--- src/rtl/seq_adder_subtracter_if.sv ---
// seq_adder_subtracter_if
//  Operand/result bus for seq_adder_subtracter.
//  Request side : in_valid, in_ready, A, B, sub, cin
//  Response side: out_valid, out_ready, S, C, V, Z, N
//  master: the operand source / result sink (drives requests, accepts results)
//  slave : the adder/subtracter itself
interface seq_adder_subtracter_if #(
  parameter int WIDTH = 8
);
  logic             in_valid;
  logic             in_ready;
  logic [WIDTH-1:0] A;
  logic [WIDTH-1:0] B;
  logic             sub;
  logic             cin;
  logic             out_valid;
  logic             out_ready;
  logic [WIDTH-1:0] S;
  logic             C;
  logic             V;
  logic             Z;
  logic             N;

  modport master (
    output in_valid, A, B, sub, cin, out_ready,
    input  in_ready, out_valid, S, C, V, Z, N
  );

  modport slave (
    input  in_valid, A, B, sub, cin, out_ready,
    output in_ready, out_valid, S, C, V, Z, N
  );
endinterface

--- src/rtl/seq_adder_subtracter.sv ---
// seq_adder_subtracter
//  Multi-cycle WIDTH-bit two's-complement adder/subtracter. DIGIT bits are
//  summed per clock through a ripple slice with a registered carry, so an
//  operation takes NCHUNK = WIDTH/DIGIT cycles after it is accepted.
//  Ports:
//    clk   : rising-edge clock
//    reset : asynchronous, active-high reset
//    bus   : seq_adder_subtracter_if.slave
//            in_valid/in_ready handshake with A, B, sub, cin
//            out_valid/out_ready handshake with S and flags C, V, Z, N
//  Optional build macro:
//    SATURATE_EN : on signed overflow S clamps to the most positive/negative
//                  value; C and V stay raw, Z and N follow the clamped S.
module seq_adder_subtracter #(
  parameter int WIDTH = 8,
  parameter int DIGIT = 2
) (
  input  logic                   clk,
  input  logic                   reset,
  seq_adder_subtracter_if.slave  bus
);

  localparam int NCHUNK = WIDTH / DIGIT;
  localparam int CW     = (NCHUNK > 1) ? $clog2(NCHUNK) : 1;

  generate
    if (WIDTH < 2 || DIGIT < 1 || (WIDTH % DIGIT) != 0) begin : g_param_check
      $error("seq_adder_subtracter: WIDTH must be >= 2 and a multiple of DIGIT");
    end
  endgenerate

  typedef enum logic [1:0] {
    IDLE = 2'd0,
    RUN  = 2'd1,
    DONE = 2'd2
  } state_t;

  state_t state, state_n;

  logic [WIDTH-1:0] a_reg;
  logic [WIDTH-1:0] b_reg;   // B already inverted for subtraction
  logic             carry;
  logic [CW-1:0]    cnt;
  logic [WIDTH-1:0] acc;

  logic [WIDTH-1:0] s_reg;
  logic             c_reg, v_reg, z_reg, n_reg;

  logic [DIGIT-1:0] a_chunk, b_chunk;
  logic [DIGIT:0]   slice;
  logic [WIDTH-1:0] acc_n;
  logic             last;
  logic             v_raw;
  logic [WIDTH-1:0] s_fin;

  // Datapath: select the current chunk, add it, and merge the slice into
  // the partial sum so the final edge can register S straight from acc_n.
  always_comb begin
    a_chunk = '0;
    b_chunk = '0;
    for (int unsigned k = 0; k < NCHUNK; k++) begin
      if (cnt == CW'(k)) begin
        a_chunk = a_reg[k*DIGIT +: DIGIT];
        b_chunk = b_reg[k*DIGIT +: DIGIT];
      end
    end
    slice = {1'b0, a_chunk} + {1'b0, b_chunk} + {{DIGIT{1'b0}}, carry};
    acc_n = acc;
    for (int unsigned k = 0; k < NCHUNK; k++) begin
      if (cnt == CW'(k)) begin
        acc_n[k*DIGIT +: DIGIT] = slice[DIGIT-1:0];
      end
    end
    last  = (cnt == CW'(NCHUNK - 1));
    v_raw = (a_reg[WIDTH-1] == b_reg[WIDTH-1]) && (acc_n[WIDTH-1] != a_reg[WIDTH-1]);
`ifdef SATURATE_EN
    if (v_raw) begin
      s_fin = a_reg[WIDTH-1] ? {1'b1, {(WIDTH-1){1'b0}}} : {1'b0, {(WIDTH-1){1'b1}}};
    end else begin
      s_fin = acc_n;
    end
`else
    s_fin = acc_n;
`endif
  end

  always_ff @(posedge clk or posedge reset) begin
    if (reset) begin
      state <= IDLE;
    end else begin
      state <= state_n;
    end
  end

  always_comb begin
    state_n = state;
    case (state)
      IDLE:    if (bus.in_valid) state_n = RUN;
      RUN:     if (last)         state_n = DONE;
      DONE:    if (bus.out_ready) state_n = IDLE;
      default: state_n = IDLE;
    endcase
  end

  always_ff @(posedge clk or posedge reset) begin
    if (reset) begin
      a_reg <= '0;
      b_reg <= '0;
      carry <= 1'b0;
      cnt   <= '0;
      acc   <= '0;
      s_reg <= '0;
      c_reg <= 1'b0;
      v_reg <= 1'b0;
      z_reg <= 1'b0;
      n_reg <= 1'b0;
    end else begin
      case (state)
        IDLE: begin
          if (bus.in_valid) begin
            a_reg <= bus.A;
            b_reg <= bus.B ^ {WIDTH{bus.sub}};
            carry <= bus.sub ? 1'b1 : bus.cin;
            cnt   <= '0;
          end
        end
        RUN: begin
          acc   <= acc_n;
          carry <= slice[DIGIT];
          cnt   <= cnt + CW'(1);
          if (last) begin
            s_reg <= s_fin;
            c_reg <= slice[DIGIT];
            v_reg <= v_raw;
            z_reg <= (s_fin == '0);
            n_reg <= s_fin[WIDTH-1];
          end
        end
        default: ;
      endcase
    end
  end

  assign bus.in_ready  = (state == IDLE) && !reset;
  assign bus.out_valid = (state == DONE);
  assign bus.S         = s_reg;
  assign bus.C         = c_reg;
  assign bus.V         = v_reg;
  assign bus.Z         = z_reg;
  assign bus.N         = n_reg;

endmodule
--- src/flat_wrapper.sv ---
// flat-port wrapper written by rule: the top's interface ports become plain ports
module seq_adder_subtracter_flat 
#(
  parameter int WIDTH = 8,
  parameter int DIGIT = 2
)
  (clk, reset, bus_in_valid, bus_A, bus_B, bus_sub, bus_cin, bus_out_ready, bus_in_ready, bus_out_valid, bus_S, bus_C, bus_V, bus_Z, bus_N);
  seq_adder_subtracter_if #(.WIDTH(WIDTH)) bus_i ();
  input  logic clk;
  input  logic reset;
  input wire logic [$bits(bus_i.in_valid)-1:0] bus_in_valid;
  input wire logic [$bits(bus_i.A)-1:0] bus_A;
  input wire logic [$bits(bus_i.B)-1:0] bus_B;
  input wire logic [$bits(bus_i.sub)-1:0] bus_sub;
  input wire logic [$bits(bus_i.cin)-1:0] bus_cin;
  input wire logic [$bits(bus_i.out_ready)-1:0] bus_out_ready;
  output wire logic [$bits(bus_i.in_ready)-1:0] bus_in_ready;
  output wire logic [$bits(bus_i.out_valid)-1:0] bus_out_valid;
  output wire logic [$bits(bus_i.S)-1:0] bus_S;
  output wire logic [$bits(bus_i.C)-1:0] bus_C;
  output wire logic [$bits(bus_i.V)-1:0] bus_V;
  output wire logic [$bits(bus_i.Z)-1:0] bus_Z;
  output wire logic [$bits(bus_i.N)-1:0] bus_N;
  assign bus_i.in_valid = bus_in_valid;
  assign bus_i.A = bus_A;
  assign bus_i.B = bus_B;
  assign bus_i.sub = bus_sub;
  assign bus_i.cin = bus_cin;
  assign bus_i.out_ready = bus_out_ready;
  assign bus_in_ready = bus_i.in_ready;
  assign bus_out_valid = bus_i.out_valid;
  assign bus_S = bus_i.S;
  assign bus_C = bus_i.C;
  assign bus_V = bus_i.V;
  assign bus_Z = bus_i.Z;
  assign bus_N = bus_i.N;
  seq_adder_subtracter #(.WIDTH(WIDTH), .DIGIT(DIGIT)) u_core (.clk(clk), .reset(reset), .bus(bus_i));
endmodule
--- config.mk ---
export PLATFORM = sky130hd
export DESIGN_NAME = seq_adder_subtracter_flat
export DESIGN_NICKNAME = d
export VERILOG_FILES = /design/src/rtl/seq_adder_subtracter_if.sv /design/src/rtl/seq_adder_subtracter.sv /design/src/flat_wrapper.sv
export SDC_FILE = /design/constraint.sdc
export NUM_CORES = 1
export LEC_CHECK = 0
export ABC_CLOCK_PERIOD_IN_PS = 8000
export BUFFER_PORTS_ARGS = -buffer_cell sky130_fd_sc_hd__buf_4
export CORE_MARGIN = 3
export CORE_UTILIZATION = 25
export DETAILED_ROUTE_END_ITERATION = 10
export GPL_TIMING_DRIVEN = 0
export SLEW_MARGIN = 30
export SYNTH_ARGS = -nofsm -noshare
export SYNTH_HDL_FRONTEND = slang
export SYNTH_SLANG_ARGS = --single-unit
--- constraint.sdc ---
create_clock -name clk -period 8 [get_ports clk]
set_clock_uncertainty 0.15 [all_clocks]
set_input_delay 0.8 -clock clk [delete_from_list [all_inputs] [get_ports clk]]
set_output_delay 0.8 -clock clk [all_outputs]
set_load 0.02 [all_outputs]
-- After elaboration in Yosys (flattened, before gate mapping)
Index checks and enable logic that the tools add are counted.
- bits in registers: 41
- input port bits: 22
- $add $sub $neg: 3
- equal/unequal tests: 10
- muxes and demuxes: 21
- bitwise logic cells: 1
- reductions and logical operators: 11
- operator list (operator ; count):
    2-to-1 mux 2 bit ; 16
    zero test 8 bit ; 1
    bitwise XOR 8 bit ; 1
    == test 2 bit, second input constant ; 3
    case mux 2 bit (3 select lines) ; 1
    AND reduction 2 bit ; 3
    == test 2 x 1 -> 1 bit, second input constant ; 2
    zero test 2 bit ; 2
    inequality test 2 bit, second input constant ; 2
    case mux 2 bit (2 select lines) ; 1
    adder 2 x 2 -> 3 bit ; 1
    adder 3 x 1 -> 3 bit ; 1
    AND reduction 3 bit ; 1
    adder 2 x 1 -> 2 bit, second input constant ; 1
    logical AND 1 bit ; 2
    2-to-1 mux 1 bit ; 2
    inequality test 2 x 1 -> 1 bit, second input constant ; 1
    case mux 1 bit (2 select lines) ; 1
    nonzero test 2 bit ; 1
    == test 1 bit ; 1
    zero test 1 bit ; 1
    inequality test 1 bit ; 1

-- Longest topological paths before layout
- word-level depth: 10
- mapped depth: 13

-- Worst setup path before layout
Ideal clock, no wire load.
- path type: register -> register
- start point: reg u_core.cnt[0]
- end point: reg u_core.z_reg (netlist: u_core.bus.Z)
- setup time: 67 ps
- arrival time: 2604 ps
- required time: 7783 ps
- slack: 5178 ps
- stages on the path, launching flop included: 13
- period minus slack after synthesis: 2822 ps
- path through: dfrtp_1 > inv_1 > ha_1 > clkbuf_1 > a21oi_1 > o21ai_0 > a22oi_1 > fa_1 > inv_1 > fa_1 > clkbuf_1 > a221oi_1 > a32o_1
- longest elaborated chain between the ends: 9
- elaborated cells on any way between the ends: 20
- classes of those cells: 2 x add/sub; 3 x eq/ne; 12 x mux; 3 x reduce/logical
- ends and longest elaborated chain (what ; line ; text):
    start, declared ; seq_adder_subtracter.sv:43 ; logic [CW-1:0] cnt;
    start signal, assigned ; seq_adder_subtracter.sv:130 ; cnt <= cnt + CW'(1);
    zero test 2 bit ; seq_adder_subtracter.sv:62, seq_adder_subtracter.sv:70 ;
    2-to-1 mux 2 bit (4 in a row) ; seq_adder_subtracter.sv:62 ; if (cnt == CW'(k)) begin
    adder 2 x 2 -> 3 bit ; seq_adder_subtracter.sv:67 ; slice = {1'b0, a_chunk} + {1'b0, b_chunk} + {{DIGIT{1'b0}}, carry};
    adder 3 x 1 -> 3 bit ; seq_adder_subtracter.sv:67 ;
    2-to-1 mux 2 bit ; seq_adder_subtracter.sv:70 ; if (cnt == CW'(k)) begin
    zero test 8 bit ; seq_adder_subtracter.sv:135 ; z_reg <= (s_fin == '0);
    end signal, assigned ; seq_adder_subtracter.sv:135 ;
    end, declared ; seq_adder_subtracter.sv:47 ; logic c_reg, v_reg, z_reg, n_reg;
Several ways; a longest one is shown, not always the timed one.
A chain may end at the register's enable or synchronous reset.

-- Final worst setup path
Same ends and word-level chain as after synthesis.

==> flow_metrics.tcl <==
set metrics [dict create \
    status "finished clean" \
    area_delta_synth_final_pct 26.9 \
    worstMarginPinSlew_ps 519 \
    nFillCells 792 \
    rrSetupSlack_ps 4690 \
    grt_use_total_pct 10.5 \
    drv_cap 0 \
    totalWireLength_mm 4.11 \
    drc 0 \
    design_area_sq_um 2400 \
    cts_max_path_buffers 2 \
    routedWlPerCell_microns 12.3 \
    place_hpwl_mm 3.07 \
    numCtsBuffers 5 \
    cts-root-buf "clkbuf_8" \
    chipHeight_microns 93.0 \
    insertion_delay_ps 290 \
    r2r-start "u_core.cnt[0]" \
    num_io_pins 36 \
    post-route-util_pct 32.9 \
    netlist_area_sq_um 1890 \
    min_period_over_period_pct 41.4 \
    die_area_sq_um 8640 \
    fp.dieW_microns 93.0 \
    synth-seq-area-share_pct 50.3 \
    synth.most_common_cell "dfrtp_1" \
    syn-num-nets 221 \
    p_leak_nw 1.10 \
    rows 31 \
    synth_common_cells "dfrtp_1, nand2_1, o21ai_0" \
    vias_per_cell 4.25 \
    synthSimpleGateAreaFrac_pct 12.2 \
    n_antenna_cell 0 \
    syn_avg_cell_area_sq_um 9.80 \
    grt_pass1_wl_mm 7.25 \
    coreArea_sq_um 7290 \
    ys_top_cells_by_area "dfrtp_1, mux2_2, o21ai_0" \
    synth.distinct_cells 32 \
    synth_edf_count 0 \
    synth-xor-area-share_pct 3.71 \
    synthCells 193 \
    p_total_w 0.00110 \
    min_period_ps 3310 \
    grt_remaining_overflow 0 \
    max-slew-margin-rel_pct 65.4 \
    clkSinkCount 38 \
    holdWs_ps 329 \
    critPathMaxFanout 10 \
    yosys_warnings 0 \
    vias 1425 \
    synth_top_family_by_area "compound AO/OA/AOI/OAI gates" \
    post_cts_resized 0 \
    drv_slew 0 \
    cp-start-kind "register" \
    antenna_found_initial 0 \
    powerDensity_nw_per_um2 460 \
    timing.rr.end "u_core.bus.Z" \
    fmax_mhz 302 \
    hold_buffers 0 \
    firstDrtPassIters 4 \
    vdd_ir_drop_max_mv 0.165 \
    yosys-mux-area-fraction_pct 8.14 \
    r2r_cells 12 \
    first_iter_violations 55 \
    post_cts_buffers 0 \
    endpoint_kind "register" \
    regArea_sq_um 951 \
    synth_compound_area_share_pct 14.6 \
    placed_area_sq_um 2290 \
    finalSetupViolCount 0 \
    cts.clk_slew.worst_paths_ps 80 \
    synth-seq-cells 38 \
    finalHoldViolCount 0 \
    final_nets 263 \
    start_util_pct 25.9 \
    cp.arrival_ps 3390 \
    rsz0062_at_grt "false" \
    yosysTopAreaCellShare_pct 50.3 \
    htree_levels 2 \
    grt_max_degree 25 \
    tritoncts "yes" \
    required_ps 8080 \
    yosysTopAreaCell "dfrtp_1" \
    place_congestion 0.817 \
    drive_gt1_share_pct 29.2 \
    synthArstFlopShare_pct 100 \
    multi_input_area_sq_um 821 \
    portBuffers 34 \
    synth-main-ff-cell "dfrtp_1" \
    min_path_type "input port to async pin" \
    tns_ps 0 \
    grt_pass1_vias 1485 \
    crit_type "register to register" \
    synth_fa_ha_area_share_pct 4.77 \
    ant_nets 0 \
]
-- worst max-delay path: stages (launching register included) --
cell      delay, ps
dfrtp_1         430
inv_1           100
ha_1            180
clkbuf_1        420
a21oi_1          70
o21ai_0         100
a22oi_1         120
fa_1            430
inv_1            80
fa_1            430
clkbuf_1        230
a221oi_1        300
a32o_1          220
-- layer usage --
metal	routed length (microns)	GRT usage [%]	part of all wire [%]	vias to the layer above
met5	0	0	0	-
met4	29	2.56	0.71	0
met3	194	2.76	4.7	5
met2	1940	16.6	47	27
met1	1940	14.3	47	664
li1	-	-	-	729
-- cells in the final DEF, fill, tap and decap left out --
| cell type | n |
|---|---|
| o31ai_1 | 1 |
| a21oi_1 | 17 |
| mux2_2 | 11 |
| mux2i_1 | 3 |
| xor2_1 | 1 |
| nand2_4 | 1 |
| buf_6 | 1 |
| inv_1 | 10 |
| a211oi_2 | 1 |
| nor2b_1 | 1 |
| nand2_1 | 30 |
| nor2_1 | 13 |
| buf_2 | 8 |
| nor3_1 | 1 |
| or3_1 | 1 |
| o21bai_1 | 1 |
| a221oi_1 | 1 |
| o32a_1 | 1 |
| buf_4 | 36 |
| clkbuf_1 | 3 |
| xnor2_1 | 7 |
| or2b_1 | 1 |
| nand2b_1 | 1 |
| a22oi_1 | 2 |
| inv_2 | 1 |
| nor2b_2 | 1 |
| clkbuf_8 | 8 |
| fa_1 | 2 |
| dfrtp_1 | 38 |
| buf_12 | 1 |
| o21ai_0 | 24 |
| nand3_1 | 2 |
| nor3b_1 | 1 |
| a32o_1 | 1 |
| ha_1 | 4 |
-- kinds of logic after synthesis --
logic type	Yosys count
and+or+nand+nor	53
AOI/OAI and AO/OA	49
muxes	14
buffers and inverters	25
DFF	38
xor gates and xnor gates	8
adders and majority gates	6
-- power by group --
part / internal, W / switching, W / leakage, nW
Combinational: 0.000252 / 0.000355 / 0.587
Sequential: 0.000285 / 0.0000563 / 0.459
Clock: 0.0000871 / 0.0000679 / 0.0575
Total: 0.000625 / 0.000479 / 1.10
-- worst max path at each step --
stage	start	end	slack [ps]	depth (start not counted)
after CTS	u_core.cnt[0]	u_core.bus.Z	4660	12
after floorplan	u_core.cnt[0]	u_core.bus.Z	5180	12
after global routing	u_core.cnt[0]	u_core.bus.Z	4380	12
after detailed placement	u_core.cnt[0]	u_core.bus.Z	4690	12
final	u_core.cnt[0]	u_core.bus.Z	4690	12
after global placement	u_core.cnt[0]	u_core.bus.Z	4770	12
-- stage by stage --
| step | setup slack, ps | std cells |
|---|---|---|
| floorplan | 5180 | 193 |
| global placement | 4770 | 326 |
| detailed placement | 4690 | 327 |
| CTS | 4660 | 335 |
| global route | 4380 | 335 |
| finish | 4690 | 335 |
-- layout make-up --
| type | count | area share [%] |
|---|---|---|
| sequential | 38 | 39.6 |
| buffer | 14 | 3.23 |
| multi-input combinational | 130 | 34.2 |
| inverter | 11 | 1.72 |
| timing repair buffer | 35 | 11.5 |
| tap | 99 | 5.16 |
| clock buffer | 8 | 4.59 |
Note: power is estimated with default switching activity, not from simulation.
